**config.mk**
```make
export PLATFORM = sky130hd
export DESIGN_NAME = unary_burst_expander
export DESIGN_NICKNAME = d
export VERILOG_FILES = /design/src/rtl/unary_burst_expander.sv
export SDC_FILE = /design/constraint.sdc
export NUM_CORES = 1
export LEC_CHECK = 0
export BUFFER_PORTS_ARGS = -buffer_cell sky130_fd_sc_hd__clkbuf_2
export CORE_AREA = 3 3 40 42
export DETAILED_ROUTE_END_ITERATION = 10
export DIE_AREA = 0 0 43 45
export PLACE_DENSITY_LB_ADDON = 0.15
export SYNTH_ARGS = -nofsm -noshare
export SYNTH_HDL_FRONTEND = slang
export SYNTH_SLANG_ARGS = --single-unit
```
**constraint.sdc**
```tcl
create_clock -name clk -period 1.8 [get_ports clk]
set_clock_uncertainty 0.1 [all_clocks]
set_input_delay 0.36 -clock clk [delete_from_list [all_inputs] [get_ports clk]]
set_output_delay 0.36 -clock clk [all_outputs]
set_load 0.02 [all_outputs]
```
**src/rtl/unary_burst_expander.sv**
```systemverilog
// -----------------------------------------------------------------------------
// unary_burst_expander
//
// Purpose:
//   Turns a binary count into a burst of unary thermometer beats. Each beat
//   carries up to N ones, with the low lanes filled first. The ones summed over
//   every beat of one transaction equal the accepted count. A count of zero
//   still produces exactly one (empty, last) beat. A count that is an exact
//   multiple of N ends on a full beat, with no trailing empty beat.
//
// Parameters:
//   N   lanes per beat (N >= 2)
//   CW  width of in_count / remaining counter
//
// Ports:
//   clk        rising-edge clock
//   rst_n      asynchronous active-low reset
//   in_valid   producer presents in_count
//   in_ready   block can take a count this cycle (held low during reset)
//   in_count   binary count to expand
//   out_valid  a beat is presented
//   out_ready  consumer takes the beat
//   out_lanes  thermometer beat, bit 0 filled first
//   out_sum    number of ones in out_lanes
//   out_last   final beat of the transaction
//   busy       a transaction is being emitted
//
// Configuration:
//   UNARY_SKID_EN  When defined, a one-entry pending register lets a new count
//                  be accepted while a burst is still being emitted. The next
//                  burst then starts on the cycle right after the last beat,
//                  with no bubble. When undefined, counts are only accepted in
//                  IDLE, so one out_valid=0 cycle separates transactions.
// -----------------------------------------------------------------------------
module unary_burst_expander #(
  parameter int N  = 4,
  parameter int CW = 4
) (
  input  logic                     clk,
  input  logic                     rst_n,
  input  logic                     in_valid,
  output logic                     in_ready,
  input  logic [CW-1:0]            in_count,
  output logic                     out_valid,
  input  logic                     out_ready,
  output logic [N-1:0]             out_lanes,
  output logic [$clog2(N+1)-1:0]   out_sum,
  output logic                     out_last,
  output logic                     busy
);

  localparam int SW = $clog2(N+1);

  typedef enum logic {
    IDLE = 1'b0,
    EMIT = 1'b1
  } state_e;

  state_e          state_q;
  state_e          state_d;
  logic [CW-1:0]   remaining_q;
  logic [CW-1:0]   remaining_d;

`ifdef UNARY_SKID_EN
  logic            pend_vld_q;
  logic            pend_vld_d;
  logic [CW-1:0]   pend_cnt_q;
  logic [CW-1:0]   pend_cnt_d;
`endif

  logic [SW-1:0]   beat_ones;
  logic [N-1:0]    beat_lanes;
  logic            beat_last;
  logic            beat_xfer;
  logic            accept;

  // State register. Reset drops any beat in flight: with state back in IDLE
  // the beat outputs are forced low immediately, without waiting for a clock.
  always_ff @(posedge clk or negedge rst_n) begin
    if (!rst_n) begin
      state_q     <= IDLE;
      remaining_q <= '0;
`ifdef UNARY_SKID_EN
      pend_vld_q  <= 1'b0;
      pend_cnt_q  <= '0;
`endif
    end else begin
      state_q     <= state_d;
      remaining_q <= remaining_d;
`ifdef UNARY_SKID_EN
      pend_vld_q  <= pend_vld_d;
      pend_cnt_q  <= pend_cnt_d;
`endif
    end
  end

  // Beat decode from the registered remaining count. The comparison is done
  // at 32 bits so it stays correct whichever of N or 2**CW-1 is larger.
  always_comb begin
    beat_last  = (32'(remaining_q) <= 32'(N));
    beat_ones  = beat_last ? SW'(remaining_q) : SW'(N);
    beat_lanes = '0;
    for (int i = 0; i < N; i++) begin
      beat_lanes[i] = (i < int'(beat_ones));
    end
  end

  // Next-state logic. A beat that is not the last one only shrinks remaining;
  // the subtraction cannot wrap because beat_ones never exceeds remaining.
  always_comb begin
    state_d     = state_q;
    remaining_d = remaining_q;
`ifdef UNARY_SKID_EN
    pend_vld_d  = pend_vld_q;
    pend_cnt_d  = pend_cnt_q;
`endif
    case (state_q)
      IDLE: begin
        if (accept) begin
          remaining_d = in_count;
          state_d     = EMIT;
        end
      end
      EMIT: begin
        if (beat_xfer && !beat_last) begin
          remaining_d = remaining_q - CW'(beat_ones);
        end else if (beat_xfer) begin
`ifdef UNARY_SKID_EN
          // Chain straight into the next burst: the pending count first,
          // otherwise a count arriving this very cycle bypasses pending.
          if (pend_vld_q) begin
            remaining_d = pend_cnt_q;
            pend_vld_d  = 1'b0;
          end else if (accept) begin
            remaining_d = in_count;
          end else begin
            state_d = IDLE;
          end
`else
          state_d = IDLE;
`endif
        end
`ifdef UNARY_SKID_EN
        // A count accepted mid-burst waits in the pending slot, unless it was
        // already loaded directly by the last-beat bypass above.
        if (accept && !(beat_xfer && beat_last)) begin
          pend_vld_d = 1'b1;
          pend_cnt_d = in_count;
        end
`endif
      end
      default: begin
        state_d = IDLE;
      end
    endcase
  end

  // Output logic. in_ready is gated by rst_n so nothing is taken while reset
  // is held; the beat outputs only show a value while in EMIT.
  always_comb begin
    busy      = (state_q == EMIT);
    out_valid = (state_q == EMIT);
    out_lanes = (state_q == EMIT) ? beat_lanes : '0;
    out_sum   = (state_q == EMIT) ? beat_ones : '0;
    out_last  = (state_q == EMIT) ? beat_last : 1'b0;
`ifdef UNARY_SKID_EN
    in_ready  = rst_n && !pend_vld_q;
`else
    in_ready  = rst_n && (state_q == IDLE);
`endif
    accept    = in_valid && in_ready;
    beat_xfer = out_valid && out_ready;
  end

endmodule

```
==> summary.json <==
{
  "routed_wl_um": 975,
  "clk-insertion-delay-late_ns": 0.24,
  "route.detailed.drc": 0,
  "worst_setup_path_end_kind": "output pin",
  "synth-async-reset-ratio": 1.00,
  "fin_crit_sh": 1.03,
  "clk_pin_slew_ns": 0.04,
  "run_status": "finished with violations",
  "post-route-cell-area_um2": 621,
  "globalRouteMet2Util": 0.186,
  "synth_enable_flop_cells": 0,
  "cts_tree": "yes",
  "drtIter0Drc": 1,
  "unrepaired_setup_endpoints_after_global_routing": "yes",
  "postSynthRegisterBits": 5,
  "post_synthesis_cells": 48,
  "hold_viol_final": 0,
  "setup_slack_ns": -0.0491,
  "timing.critical_path.from_type": "flop",
  "drive_gt1_frac": 0.507,
  "syn_to_final_growth_pct": 53.6,
  "drt-pass1-iter-count": 4,
  "required_time_at_the_worst_slack_endpoint_ns": 1.34,
  "grt_max_degree": 16,
  "viasPerCell": 4.81,
  "crit_path_start": "remaining_q[1]",
  "placement.cell_area_um2": 528,
  "via_count": 433,
  "violations": "negative setup slack",
  "grt_util_all_layers": 0.111,
  "total_leakage_power_uw": 0.000322,
  "antenna_violating_nets_left": 0,
  "total_power_uw": 1260,
  "timing.critical_path.arrival_ns": 1.39,
  "synth-seq-area-share": 0.310,
  "post_synth.cell_area_avg_um2": 8.42,
  "synth-warning-count": 0,
  "stdcell_count": 90,
  "ys_dominant_reg_cell": "sky130_fd_sc_hd__dfrtp_1",
  "timing.final.crit_period_ns": 1.85,
  "wire_length_of_the_first_global_routing_pass_um": 1600,
  "grt_antenna_before_repair": 0,
  "clkSinkCount": 5,
  "achievable-frequency_mhz": 541,
  "post-dp-hpwl_um": 771,
  "yosys-top-cells-area": "sky130_fd_sc_hd__dfrtp_1 31%, sky130_fd_sc_hd__mux2_2 8.4%, sky130_fd_sc_hd__nand2_1 6.5%",
  "grt_overflow_total": 0,
  "die_width_um": 43,
  "yosys-top-cells-count": "7 x sky130_fd_sc_hd__nand2_1, 5 x sky130_fd_sc_hd__dfrtp_1, 5 x sky130_fd_sc_hd__o21ai_0",
  "num_rows": 13,
  "worstPathMaxFanout": 4,
  "report.final.slew_viol_count": 0,
  "clock_tree.buffer_depth": 2,
  "report.final.setup_viol": 2,
  "synth_largest_type_area_fraction": 0.310,
  "number_of_top_level_pins": 19,
  "post-place-cells": 82,
  "detailed_route_wire_length_per_cell_um": 10.8,
  "htree_levels": 1,
  "io_port_bufs": 18,
  "fin_hold_ws_ns": 0.268,
  "netlist_area_um2": 404,
  "effective_utilization_at_floorplan": 0.315,
  "power_density_cells_nw_per_um2": 2030,
  "yosysTopAreaCell": "sky130_fd_sc_hd__dfrtp_1",
  "finish.utilization": 0.483,
  "cap_viol_max_count": 0,
  "yosysMostFrequentCell": "sky130_fd_sc_hd__nand2_1",
  "floorplan.core_area_um2": 1280,
  "yosys.cell_types.count": 27,
  "first_global_vias": 377,
  "worst_hold_check_path_type": "input pin to flop",
  "grt_most_used_layer": "met2",
  "critical_path_class": "flop to output pin",
  "die-area_um2": 1940,
  "cts_made_buffers": 3,
  "mappedNetlistNets": 57,
  "antenna-diode-count": 0,
  "die_height_um": 45,
  "clk_root_buffer_cell": "sky130_fd_sc_hd__clkbuf_4",
  "grt.met1_usage": 0.119,
  "met3_usage": 0.0279,
  "gp_congestion": 0.685,
  "r2r_start": "remaining_q[1]",
  "final_net_count": 85,
  "worst_ir_drop_vdd_mv": 0.724,
  "hold_path_startpoint": "in_count[0]"
}
==> state kept, by name, indices dropped and copies added (netlist names) <==
signal / cells
remaining_q: 4
busy: 1
==> cell type report <==
| cell class | count | area (um^2) |
|---|---|---|
| inverter | 2 | 7.51 |
| timing repair buffer | 28 | 183 |
| sequential | 5 | 125 |
| tap | 15 | 18.8 |
| clock buffer | 4 | 26.3 |
| fill | 136 | 664 |
| multi-input combinational | 36 | 260 |
==> through the flow <==
| step | TNS [ns] | setup WS (ns) |
|---|---|---|
| 5_1_grt | -0.300 | -0.133 |
| 3_3_place_gp | 0 | 0.0449 |
| 4_1_cts | -0.0152 | -0.0100 |
| 6_report | -0.0542 | -0.0491 |
| 3_5_place_dp | 0 | 0.0179 |
| 2_1_floorplan | 0 | 0.0265 |
==> layer usage <==
metal | vias up | wire, um
li1 | 218 | -
met1 | 198 | 391
met2 | 15 | 513
met3 | 2 | 66
met4 | 0 | 4
met5 | - | 0
==> power by group <==
part           total [uW]  switching, uW  leakage [uW]  internal (uW)
clock network         127           43.7     0.0000150           83.7
logic                 893            453      0.000246            440
registers             236           66.5     0.0000610            170
total                1260            563      0.000322            694
==> critical path, stage by stage (launching register included) <==
cell	delay, ns
sky130_fd_sc_hd__dfrtp_1	0.39
sky130_fd_sc_hd__or2_1	0.24
sky130_fd_sc_hd__a21oi_2	0.19
sky130_fd_sc_hd__and3_1	0.19
sky130_fd_sc_hd__clkbuf_8	0.15
==> path summary, 6_finish.rpt <==
check	to	slack [ns]	cells after the start
max	out_sum[1]	-0.05	4
min	remaining_q[0]	0.27	3
max reg2reg	remaining_q[2]	-0.01	6
min reg2reg	remaining_q[0]	0.49	3
max in group asynchronous	remaining_q[2]	0.99	2
min in group asynchronous	busy	0.42	2
==> cell families (layout without fill, tap and decap cells) <==
family | count (synthesis) | count (layout) | synth area share
flip-flops | 5 | 5 | 0.310
adder cells (fa/ha/maj) | 1 | 1 | 0.0310
buffers and inverters | 7 | 34 | 0.105
AND/OR/NAND/NOR | 17 | 17 | 0.229
multiplexers | 4 | 4 | 0.108
other | 1 | 1 | 0.00928
AO/OA/AOI/OAI | 13 | 13 | 0.207
==> layout by cell type, fill, tap and decap left out <==
cell	synthesis	routed
sky130_fd_sc_hd__buf_6	1	1
sky130_fd_sc_hd__and2_1	1	1
sky130_fd_sc_hd__o31a_1	2	2
sky130_fd_sc_hd__nor2b_2	0	1
sky130_fd_sc_hd__ha_2	0	1
sky130_fd_sc_hd__conb_1	1	1
sky130_fd_sc_hd__a21o_1	1	1
sky130_fd_sc_hd__nor2_4	0	1
sky130_fd_sc_hd__and3_1	2	2
sky130_fd_sc_hd__buf_4	2	9
sky130_fd_sc_hd__o21a_1	1	1
sky130_fd_sc_hd__clkbuf_8	0	1
sky130_fd_sc_hd__nor2b_1	2	1
sky130_fd_sc_hd__a21oi_2	0	1
sky130_fd_sc_hd__o2111ai_1	1	1
sky130_fd_sc_hd__or4b_4	0	1
sky130_fd_sc_hd__o21ai_0	5	5
sky130_fd_sc_hd__clkbuf_1	1	1
sky130_fd_sc_hd__inv_1	2	2
sky130_fd_sc_hd__mux2i_1	1	1
sky130_fd_sc_hd__nand2b_1	1	1
sky130_fd_sc_hd__o21ai_1	1	1
sky130_fd_sc_hd__buf_2	1	2
sky130_fd_sc_hd__a21boi_1	0	1
sky130_fd_sc_hd__dfrtp_1	5	5
sky130_fd_sc_hd__and3b_1	1	1
sky130_fd_sc_hd__nand2_1	7	7
sky130_fd_sc_hd__mux2_4	0	1
sky130_fd_sc_hd__dlygate4sd3_1	0	1
sky130_fd_sc_hd__clkbuf_4	0	3
sky130_fd_sc_hd__or2_1	1	1
sky130_fd_sc_hd__clkbuf_2	0	14
sky130_fd_sc_hd__mux2_2	3	2
==> repair_timing <==
action / CTS / global route
buffers inserted: 1 / 2
hold buffers: 1 / 0
gates resized for setup: 3 / 9
endpoints found under the hold margin: 5 / 0
pin swaps: 3 / 3
cloned: 0 / 0
endpoints found under the setup margin: 3 / 4
Note: power is estimated with default switching activity, not from simulation.
